## src/rtl/tx_byte_queue_if.sv

```systemverilog
// Write port, status flags and transmitter START/BUSY/DATA handshake of the tx byte queue.
interface tx_byte_queue_if #(
    parameter int ADDR_W = 4
);
    logic              wr_en;
    logic [7:0]        wr_data;
    logic              full;
    logic              empty;
    logic [ADDR_W:0]   count;
    logic              overflow;
    logic              clr_ovf;
    logic              tx_busy;
    logic              tx_start;
    logic [7:0]        tx_data;

    modport master (
        output wr_en, wr_data, clr_ovf, tx_busy,
        input  full, empty, count, overflow, tx_start, tx_data
    );

    modport slave (
        input  wr_en, wr_data, clr_ovf, tx_busy,
        output full, empty, count, overflow, tx_start, tx_data
    );
endinterface

```

## src/rtl/tx_byte_queue.sv

```systemverilog
// Byte FIFO feeding the UART transmitter one frame at a time via a START/BUSY handshake.
//   state     | meaning
//   S_IDLE    | waiting for a queued byte and an idle transmitter; pops on exit
//   S_START   | TX_START pulse cycle
//   S_WAIT_HI | waiting for the transmitter to raise BUSY
//   S_WAIT_LO | frame on the line, waiting for BUSY to drop
module tx_byte_queue #(
    parameter int DEPTH  = 16,
    parameter int ADDR_W = 4
) (
    input  logic             i_clk,
    input  logic             i_rst,
    tx_byte_queue_if.slave   io_q
);
    typedef enum logic [1:0] {
        S_IDLE    = 2'd0,
        S_START   = 2'd1,
        S_WAIT_HI = 2'd2,
        S_WAIT_LO = 2'd3
    } state_t;

    localparam logic [ADDR_W:0] C_DEPTH = (ADDR_W+1)'(DEPTH);

    logic [7:0]        r_mem [DEPTH];
    logic [ADDR_W-1:0] r_wr_ptr;
    logic [ADDR_W-1:0] r_rd_ptr;
    logic [ADDR_W:0]   r_count;
    logic              r_overflow;
    logic              r_tx_start;
    logic [7:0]        r_tx_data;
    state_t            r_state;
    state_t            w_state_nxt;
    logic              w_pop;
    logic              w_push;
    logic              w_full;
    logic              w_empty;

    assign w_full  = (r_count == C_DEPTH);
    assign w_empty = (r_count == '0);
    assign w_push  = io_q.wr_en && !w_full;

    always_comb begin
        w_state_nxt = r_state;
        w_pop       = 1'b0;
        case (r_state)
            S_IDLE: begin
                // BUSY may still be high from a frame started before a reset
                if (!w_empty && !io_q.tx_busy) begin
                    w_pop       = 1'b1;
                    w_state_nxt = S_START;
                end
            end
            S_START:   w_state_nxt = S_WAIT_HI;
            S_WAIT_HI: if (io_q.tx_busy)  w_state_nxt = S_WAIT_LO;
            S_WAIT_LO: if (!io_q.tx_busy) w_state_nxt = S_IDLE;
            default:   w_state_nxt = S_IDLE;
        endcase
    end

    always_ff @(posedge i_clk or posedge i_rst) begin
        if (i_rst) begin
            r_state <= S_IDLE;
        end else begin
            r_state <= w_state_nxt;
        end
    end

    always_ff @(posedge i_clk) begin
        if (w_push) begin
            r_mem[r_wr_ptr] <= io_q.wr_data;
        end
    end

    always_ff @(posedge i_clk or posedge i_rst) begin
        if (i_rst) begin
            r_wr_ptr   <= '0;
            r_rd_ptr   <= '0;
            r_count    <= '0;
            r_overflow <= 1'b0;
            r_tx_start <= 1'b0;
            r_tx_data  <= 8'h00;
        end else begin
            r_tx_start <= w_pop;
            if (w_push) begin
                r_wr_ptr <= r_wr_ptr + ADDR_W'(1);
            end
            if (w_pop) begin
                r_tx_data <= r_mem[r_rd_ptr];
                r_rd_ptr  <= r_rd_ptr + ADDR_W'(1);
            end
            case ({w_push, w_pop})
                2'b10:   r_count <= r_count + (ADDR_W+1)'(1);
                2'b01:   r_count <= r_count - (ADDR_W+1)'(1);
                default: r_count <= r_count;
            endcase
            if (io_q.wr_en && w_full) begin
                r_overflow <= 1'b1;
            end else if (io_q.clr_ovf) begin
                r_overflow <= 1'b0;
            end
        end
    end

    assign io_q.full     = w_full;
    assign io_q.empty    = w_empty;
    assign io_q.count    = r_count;
    assign io_q.overflow = r_overflow;
    assign io_q.tx_start = r_tx_start;
    assign io_q.tx_data  = r_tx_data;
endmodule

```

## src/flat_wrapper.sv

```systemverilog
// flat-port wrapper written by rule: the top's interface ports become plain ports
module tx_byte_queue_flat 
#(
    parameter int DEPTH  = 16,
    parameter int ADDR_W = 4
)
  (i_clk, i_rst, io_q_wr_en, io_q_wr_data, io_q_clr_ovf, io_q_tx_busy, io_q_full, io_q_empty, io_q_count, io_q_overflow, io_q_tx_start, io_q_tx_data);
  tx_byte_queue_if #(.ADDR_W(ADDR_W)) io_q_i ();
  input  logic i_clk;
  input  logic i_rst;
  input wire logic [$bits(io_q_i.wr_en)-1:0] io_q_wr_en;
  input wire logic [$bits(io_q_i.wr_data)-1:0] io_q_wr_data;
  input wire logic [$bits(io_q_i.clr_ovf)-1:0] io_q_clr_ovf;
  input wire logic [$bits(io_q_i.tx_busy)-1:0] io_q_tx_busy;
  output wire logic [$bits(io_q_i.full)-1:0] io_q_full;
  output wire logic [$bits(io_q_i.empty)-1:0] io_q_empty;
  output wire logic [$bits(io_q_i.count)-1:0] io_q_count;
  output wire logic [$bits(io_q_i.overflow)-1:0] io_q_overflow;
  output wire logic [$bits(io_q_i.tx_start)-1:0] io_q_tx_start;
  output wire logic [$bits(io_q_i.tx_data)-1:0] io_q_tx_data;
  assign io_q_i.wr_en = io_q_wr_en;
  assign io_q_i.wr_data = io_q_wr_data;
  assign io_q_i.clr_ovf = io_q_clr_ovf;
  assign io_q_i.tx_busy = io_q_tx_busy;
  assign io_q_full = io_q_i.full;
  assign io_q_empty = io_q_i.empty;
  assign io_q_count = io_q_i.count;
  assign io_q_overflow = io_q_i.overflow;
  assign io_q_tx_start = io_q_i.tx_start;
  assign io_q_tx_data = io_q_i.tx_data;
  tx_byte_queue #(.DEPTH(DEPTH), .ADDR_W(ADDR_W)) u_core (.i_clk(i_clk), .i_rst(i_rst), .io_q(io_q_i));
endmodule
```

## config.mk

```make
export PLATFORM = sky130hd
export DESIGN_NAME = tx_byte_queue_flat
export DESIGN_NICKNAME = d
export VERILOG_FILES = /design/src/rtl/tx_byte_queue_if.sv /design/src/rtl/tx_byte_queue.sv /design/src/flat_wrapper.sv
export SDC_FILE = /design/constraint.sdc
export NUM_CORES = 1
export LEC_CHECK = 0
export CORE_AREA = 2 2 118 120
export DETAILED_ROUTE_END_ITERATION = 10
export DIE_AREA = 0 0 120 122
export SLEW_MARGIN = 20
export SYNTH_ARGS = -nofsm -noshare
export SYNTH_HDL_FRONTEND = slang
export SYNTH_SLANG_ARGS = --single-unit
```

## constraint.sdc

```tcl
create_clock -name i_clk -period 3.08 [get_ports i_clk]
set_input_delay 0.462 -clock i_clk [delete_from_list [all_inputs] [get_ports i_clk]]
set_output_delay 0.462 -clock i_clk [all_outputs]
set_load 0.02 [all_outputs]
```

==> key figures, run 1 <==
STA
  – Rel. slew slack: 47.31%
  – Final Hold Viols: 0
  – Worst-margin pin slew: 0.7903 ns
  – Max Slew Vio Count: 0
  – Number of endpoints failing setup at the final stage: 0
  – Post-route clock period utilization: 88.57%
  – Worst clock skew: 0.009479 ns
  – Setup TNS: 0 ns
  – F_max: 366.6 MHz
  – Min Tclk post-route: 2.728 ns
  – RSZ-0062 raised after global routing: false

Detailed routing
  – DR DRC count: 0
  – Via density: 5.383
  – Iter 0 DRT Violations: 230
  – Routed Antenna Nets: 0
  – Detailed Routing Iterations Pass 1: 4
  – Average routed wire per standard cell: 20.43 µm
  – Final WL: 11730 µm
  – Vias: 3090

Clock network
  – H-tree Lvls: 4
  – Clk_lat worst skew: 0.42 ns
  – Post-CTS Hold Buffers: 0
  – Cts repair resizes: 0
  – Clock sinks: 153
  – Worst-path clk slew: 0.06 ns
  – CTS tree: yes
  – Maximum clock path buffer count: 2
  – Cts bufs inserted: 17
  – Setup Fix Bufs, Post-CTS: 0
  – Clk root buf: clkbuf_16

Die
  – Boundary pin count: 30
  – Total die area: 14640 µm²
  – Core Region: 13500 µm²
  – Die Ht: 122 µm
  – # rows: 43
  – Starting Density: 46.00%
  – DIE WIDTH: 120 µm

Finish
  – Synth-to-Final Area Change: 18.43%
  – Filler cells: 1038
  – ANT cells: 0
  – Post-route cell area: 7357 µm²
  – Fin nets: 407
  – Layout cells sized above 1: 23.86%
  – Multi-input logic area: 1610 µm²
  – Register area: 4471 µm²

Logic synthesis
  – Post-synth top cells: 128 x edfxtp_1, 32 x mux4_2, 25 x dfrtp_1, 18 x nand2_1, 17 x mux2i_1
  – Yosys warns: 0
  – Top-count cell post-synth: edfxtp_1
  – Share of the synthesized area in the top cell type: 61.87%
  – Synth cell types: 42
  – Asr flop ratio synth: 16.34%
  – Synth area leaders: edfxtp_1 62%, mux4_2 12%, dfrtp_1 10%, mux2i_1 2.7%, ha_1 2.4%
  – Synth area leader: edfxtp_1
  – Syn avg cell area: 18.82 µm²
  – Number of enable flip-flop cells after synthesis: 128
  – Post-synth net total: 355
  – Mapped cell area: 6212 µm²
  – FF+latch count, synth: 153
  – Most used DFF post-synth: edfxtp_1
  – Cells after Synth: 330
  – Seq/Total Area, Yosys: 71.94%

Global routing
  – Initial antenna violation count: 0
  – GRT overflow: 0
  – First-pass GRT wire length: 18600 µm
  – Overall global routing resource usage: 17.68%
  – Number of global-route vias before repair: 3192
  – Largest net degree at the start of global routing: 34

Worst setup path
  – Max incr delay on CP: 0.62 ns
  – Worst path cell trace: or4_4 > nor2_1 > clkdlybuf4s50_1
  – CP Max Fanout: 7
  – Worst r2r src: u_core.io_q.count[0]$_DFFE_PP0P_
  – WP data required: 2.62 ns
  – Setup crit start kind: flop
  – Worst Setup End Kind: output pin
  – Critical path's slowest cell: clkdlybuf4s50_1
  – Crit path from: u_core.io_q.count[0]$_DFFE_PP0P_
  – Critical path class: reg -> out
  – Crit path DAT: 2.27 ns

Power
  – Max IR drop VDD: 486.6 µV
  – Leakage Power: 2.558 nW
  – Total chip power: 6.812 mW
  – PwrDens: 926.0 nW/µm²

Run status
  – Status: complete, no violations

Placement
  – Hpwl dp: 7549 µm
  – RePlAce Congestion: 0.7301
  – PortBufs: 29
  – Placed inst area: 6800 µm²

Hold path
  – Worst min path class: in -> async

Job
  – Max-Cap Viols: 0
-- cells by family after synthesis --
logic type / after synthesis / synth area share, %
xor+xnor: 12 / 1.692
compound gates: 22 / 2.699
simple gates: 53 / 4.230
buf+inv: 26 / 2.135
flops: 153 / 71.94
fa+ha+maj: 12 / 2.417
mux: 52 / 14.88
-- sequential cells by signal, indices dropped and copies added (netlist names) --
signal / cells
u_core.r_rd_ptr: 4
u_core.io_q.count: 5
u_core.r_state: 2
u_core.io_q.overflow: 1
u_core.r_mem: 128
u_core.io_q.tx_data: 8
u_core.r_wr_ptr: 4
u_core.io_q.tx_start: 1
-- routing by layer --
layer | global-route usage (%) | up-vias | part of all wire, %
li1 | - | 1399 | -
met1 | 22.71 | 1619 | 44
met2 | 29.23 | 58 | 51
met3 | 4.494 | 14 | 3.7
met4 | 6.691 | 0 | 1.4
met5 | 0 | - | 0
-- critical path: cells and delay by family (launching register included) --
family        cells  cell delay, ns
buf+inv           1            0.62
flops             1            0.46
simple gates      2            0.77
-- per-stage QoR --
step,hold WS (ns),cells,utilization [%],setup WS [ns]
after floorplan,0.4893,330,-,0.3492
after global placement,0.4896,543,50.36,0.4297
after detailed placement,0.4823,543,50.36,0.3739
after CTS,0.5019,574,54.48,0.3188
after global routing,0.4814,574,54.48,0.1895
final,0.4346,574,54.48,0.3521
-- cell usage in the layout, fill, tap and decap left out, types with 2 or more instances in the layout --
cell type and n:
a21oi_1 2, buf_4 20, bufinv_16 2, clkbuf_16 17, clkdlybuf4s50_1 29, clkinv_1 3
clkinv_2 4, clkinvlp_4 3, dfrtp_1 24, edfxtp_1 128, ha_1 12, inv_1 7
inv_2 2, mux2_2 3, mux2i_1 17, mux4_2 32, nand2_1 18, nand2b_1 2
nand4_1 2, nor2_1 15, nor2b_1 3, nor3_1 4, o21ai_0 3, o221ai_1 8
xnor2_1 8, xor2_1 4
-- area by class of cell --
type	count	area share [%]
repair buffers	50	6.259
well taps	180	3.061
flip-flops and latches	153	60.77
inverters	9	0.4592
multi-input cells	151	21.89
clock inverters	14	1.786
clock buffers	17	5.782
-- path summary, 6_finish.rpt --
kind / to / slack [ns] / cells after the start
min in group i_clk: u_core.io_q.tx_data[6]$_DFFE_PP0P_ / 0.50 / 2
max in group asynchronous: u_core.r_rd_ptr[0]$_DFFE_PP0P_ / 2.23 / 2
max: io_q_full / 0.35 / 3
min reg2reg: u_core.io_q.tx_data[6]$_DFFE_PP0P_ / 0.50 / 2
max reg2reg: u_core.io_q.count[4]$_DFFE_PP0P_ / 0.36 / 10
min: u_core.r_rd_ptr[1]$_DFFE_PP0P_ / 0.43 / 2
-- report_power, final --
group	leakage [nW]	switching, mW	internal, mW
sequential	1.46	0.319	2.58
clock	0.267	0.779	1.17
combinational	0.830	0.965	0.998
total	2.56	2.06	4.75
Note: power is estimated with default switching activity, not from simulation.
==> run 2, diff against run 1 <==
--- a/config.mk
+++ b/config.mk
@@ -6,9 +6,9 @@
 export NUM_CORES = 1
 export LEC_CHECK = 0
 export CORE_AREA = 2 2 118 120
+export CTS_CLUSTER_SIZE = 30
 export DETAILED_ROUTE_END_ITERATION = 10
 export DIE_AREA = 0 0 120 122
-export SLEW_MARGIN = 20
 export SYNTH_ARGS = -nofsm -noshare
 export SYNTH_HDL_FRONTEND = slang
 export SYNTH_SLANG_ARGS = --single-unit
==> key figures, run 2 (synthesized netlist as in run 1, its figures left out) <==
Clock network
  – CTS tree: yes
  – Maximum clock path buffer count: 2 (unchanged)
  – Worst-path clk slew: 0.06 ns (about the same)
  – Clk root buf: clkbuf_16
  – H-tree Lvls: 4 (unchanged)
  – Cts repair resizes: 0 (unchanged)
  – Clk_lat worst skew: 0.42 ns (about the same)
  – Clock sinks: 153 (unchanged)
  – Post-CTS Hold Buffers: 0 (unchanged)
  – Cts bufs inserted: 17 (unchanged)
  – Setup Fix Bufs, Post-CTS: 0 (unchanged)

Run status
  – Status: complete, no violations

Hold path
  – WHS Endpoint: u_core.io_q.tx_data[6]$_DFFE_PP0P_
  – Worst min path class: reg -> reg
  – Hold Path Depth: 2
  – Min-delay src: u_core.io_q.tx_data[6]$_DFFE_PP0P_

Placement
  – Placed inst area: 6800 µm² (unchanged)
  – Hpwl dp: 7549 µm (unchanged)
  – PortBufs: 29 (unchanged)
  – RePlAce Congestion: 0.7301 (unchanged)
  – Placed Cells: 543 (unchanged)
  – Pre-CTS setup slack: 0.3739 ns (unchanged)

Detailed routing
  – Final WL: 11730 µm (about the same)
  – Routed Antenna Nets: 0 (unchanged)
  – Via density: 5.394 (+0.19%)
  – Average routed wire per standard cell: 20.43 µm (about the same)
  – DR DRC count: 0 (unchanged)
  – Iter 0 DRT Violations: 230 (unchanged)
  – Detailed Routing Iterations Pass 1: 4 (unchanged)
  – Vias: 3096 (+0.19%)

STA
  – Final Hold Viols: 0 (unchanged)
  – Rel. slew slack: 30.81% (-17 points)
  – Setup TNS: 0 ns (unchanged)
  – Worst-margin pin slew: 1.037 ns (+0.2464 ns)
  – Number of endpoints failing setup at the final stage: 0 (unchanged)
  – Post-route clock period utilization: 88.57% (about the same)
  – Min Tclk post-route: 2.728 ns (+0.00001200 ns)
  – RSZ-0062 raised after global routing: false
  – Final worst slack: 0.3521 ns (-0.00001200 ns)
  – Worst clock skew: 0.009479 ns (+0.00000008000 ns)
  – Min Hold Slack: 0.4967 ns (+0.06216 ns)
  – Max Slew Vio Count: 0 (unchanged)
  – F_max: 366.6 MHz (about the same)

Power
  – NetSw: 2.063 mW (about the same)
  – Total chip power: 6.812 mW (about the same)
  – Internal power: 4.749 mW (about the same)
  – Sequential fraction of design power: 42.5% (about the same)
  – Combinational group share of total power: 28.8% (about the same)
  – Power share of the clock group: 28.7% (about the same)
  – Max IR drop VDD: 486.6 µV (about the same)
  – PwrDens: 925.9 nW/µm² (about the same)
  – Leakage Power: 2.559 nW (about the same)
  – Net Sw Frac: 30.29% (about the same)

Global routing
  – First-pass GRT wire length: 18600 µm (unchanged)
  – Number of global-route vias before repair: 3192 (unchanged)
  – Largest net degree at the start of global routing: 34 (unchanged)
  – Overall global routing resource usage: 17.68% (unchanged)
  – Initial antenna violation count: 0 (unchanged)
  – GRT overflow: 0 (unchanged)

Worst setup path
  – Reg2reg setup slack: 0.36 ns (about the same)
  – Critical path's slowest cell: clkdlybuf4s50_1
  – Max incr delay on CP: 0.62 ns (about the same)
  – CP Max Fanout: 7 (unchanged)
  – Crit path DAT: 2.27 ns (about the same)
  – WP data required: 2.62 ns (about the same)
  – Setup crit start kind: flop
  – Worst path cell trace: or4_4 > nor2_1 > clkdlybuf4s50_1
  – FF-to-FF End: u_core.io_q.count[4]$_DFFE_PP0P_
  – Cells on worst reg2reg path: 10 (unchanged)
  – Worst r2r src: u_core.io_q.count[0]$_DFFE_PP0P_
  – Critical path class: reg -> out
  – Worst Setup End Kind: output pin

Die
  – Starting Density: 46.00% (unchanged)
  – # rows: 43 (unchanged)
  – DIE WIDTH: 120 µm (unchanged)
  – Core Region: 13500 µm² (unchanged)
  – Total die area: 14640 µm² (unchanged)
  – Boundary pin count: 30 (unchanged)
  – Die Ht: 122 µm (unchanged)

Finish
  – Largest Register: u_core.r_mem
  – Layout Cells excl Fill: 574 (unchanged)
  – Fin util: 54.48% (unchanged)
  – Synth-to-Final Area Change: 18.43% (unchanged)
  – ANT cells: 0 (unchanged)
  – Fin nets: 407 (unchanged)
  – Post-route cell area: 7357 µm² (unchanged)
  – Max reg flops: 128 (unchanged)
  – Layout cells sized above 1: 23.60% (-0.25 points)
  – Commonest non-fill, non-tap cell in the layout: edfxtp_1
  – Most frequent cells in the layout: 128 x edfxtp_1, 32 x mux4_2, 29 x clkdlybuf4s50_1

Job
  – Max-Cap Viols: 0 (unchanged)
## run 2: cell count changes in the layout (fill, tap and decap cells not counted)
cell   delta
inv_1     +1
inv_2     -1
## run 2: power by group through the flow
stage	Sequential (mW)	Clock, mW	Combinational [mW]
floorplan	2.85	0	1.42
global route	2.95	2.09	2.14
detailed placement	2.94	0	1.99
CTS	2.90	2.00	2.00
finish	2.90	1.95	1.96
global placement	2.92	0	1.95
## run 2: area by class of cell
type,instances,area (µm²)
inverter,9,33.78
sequential,153,4471
fill,1038,6147
multi-input combinational,151,1610
clock buffer,17,425.4
timing repair buffer,50,460.4
tap,180,225.2
clock inverter,14,131.4
## run 2: worst max-delay path: cells and delay by family, from the launching register on
kind / cells / cell delay (ns)
flops: 1 / 0.46
simple gates: 2 / 0.77
buf+inv: 1 / 0.62
## run 2: metal layers
| metal | vias up | share of wire, % | GRT usage, % | routed length, µm |
|---|---|---|---|---|
| met2 | 63 | 51 | 29.23 | 5989 |
| met3 | 14 | 3.8 | 4.494 | 451 |
| met1 | 1620 | 44 | 22.71 | 5124 |
| met5 | - | 0 | 0 | 0 |
| met4 | 0 | 1.4 | 6.691 | 160 |
| li1 | 1399 | - | - | - |
## run 2: worst max path at each step
stage	cells past startpoint	end	from	slack, ns
final	3	io_q_full	u_core.io_q.count[0]$_DFFE_PP0P_	0.35
after global routing	10	u_core.io_q.count[4]$_DFFE_PP0P_	u_core.io_q.count[0]$_DFFE_PP0P_	0.19
after CTS	3	io_q_full	u_core.io_q.count[0]$_DFFE_PP0P_	0.32
after detailed placement	10	u_core.io_q.count[4]$_DFFE_PP0P_	u_core.io_q.count[0]$_DFFE_PP0P_	0.37
after global placement	10	u_core.io_q.count[4]$_DFFE_PP0P_	u_core.io_q.count[0]$_DFFE_PP0P_	0.43
after floorplan	12	u_core.io_q.count[4]$_DFFE_PP0P_	u_core.io_q.count[1]$_DFFE_PP0P_	0.35
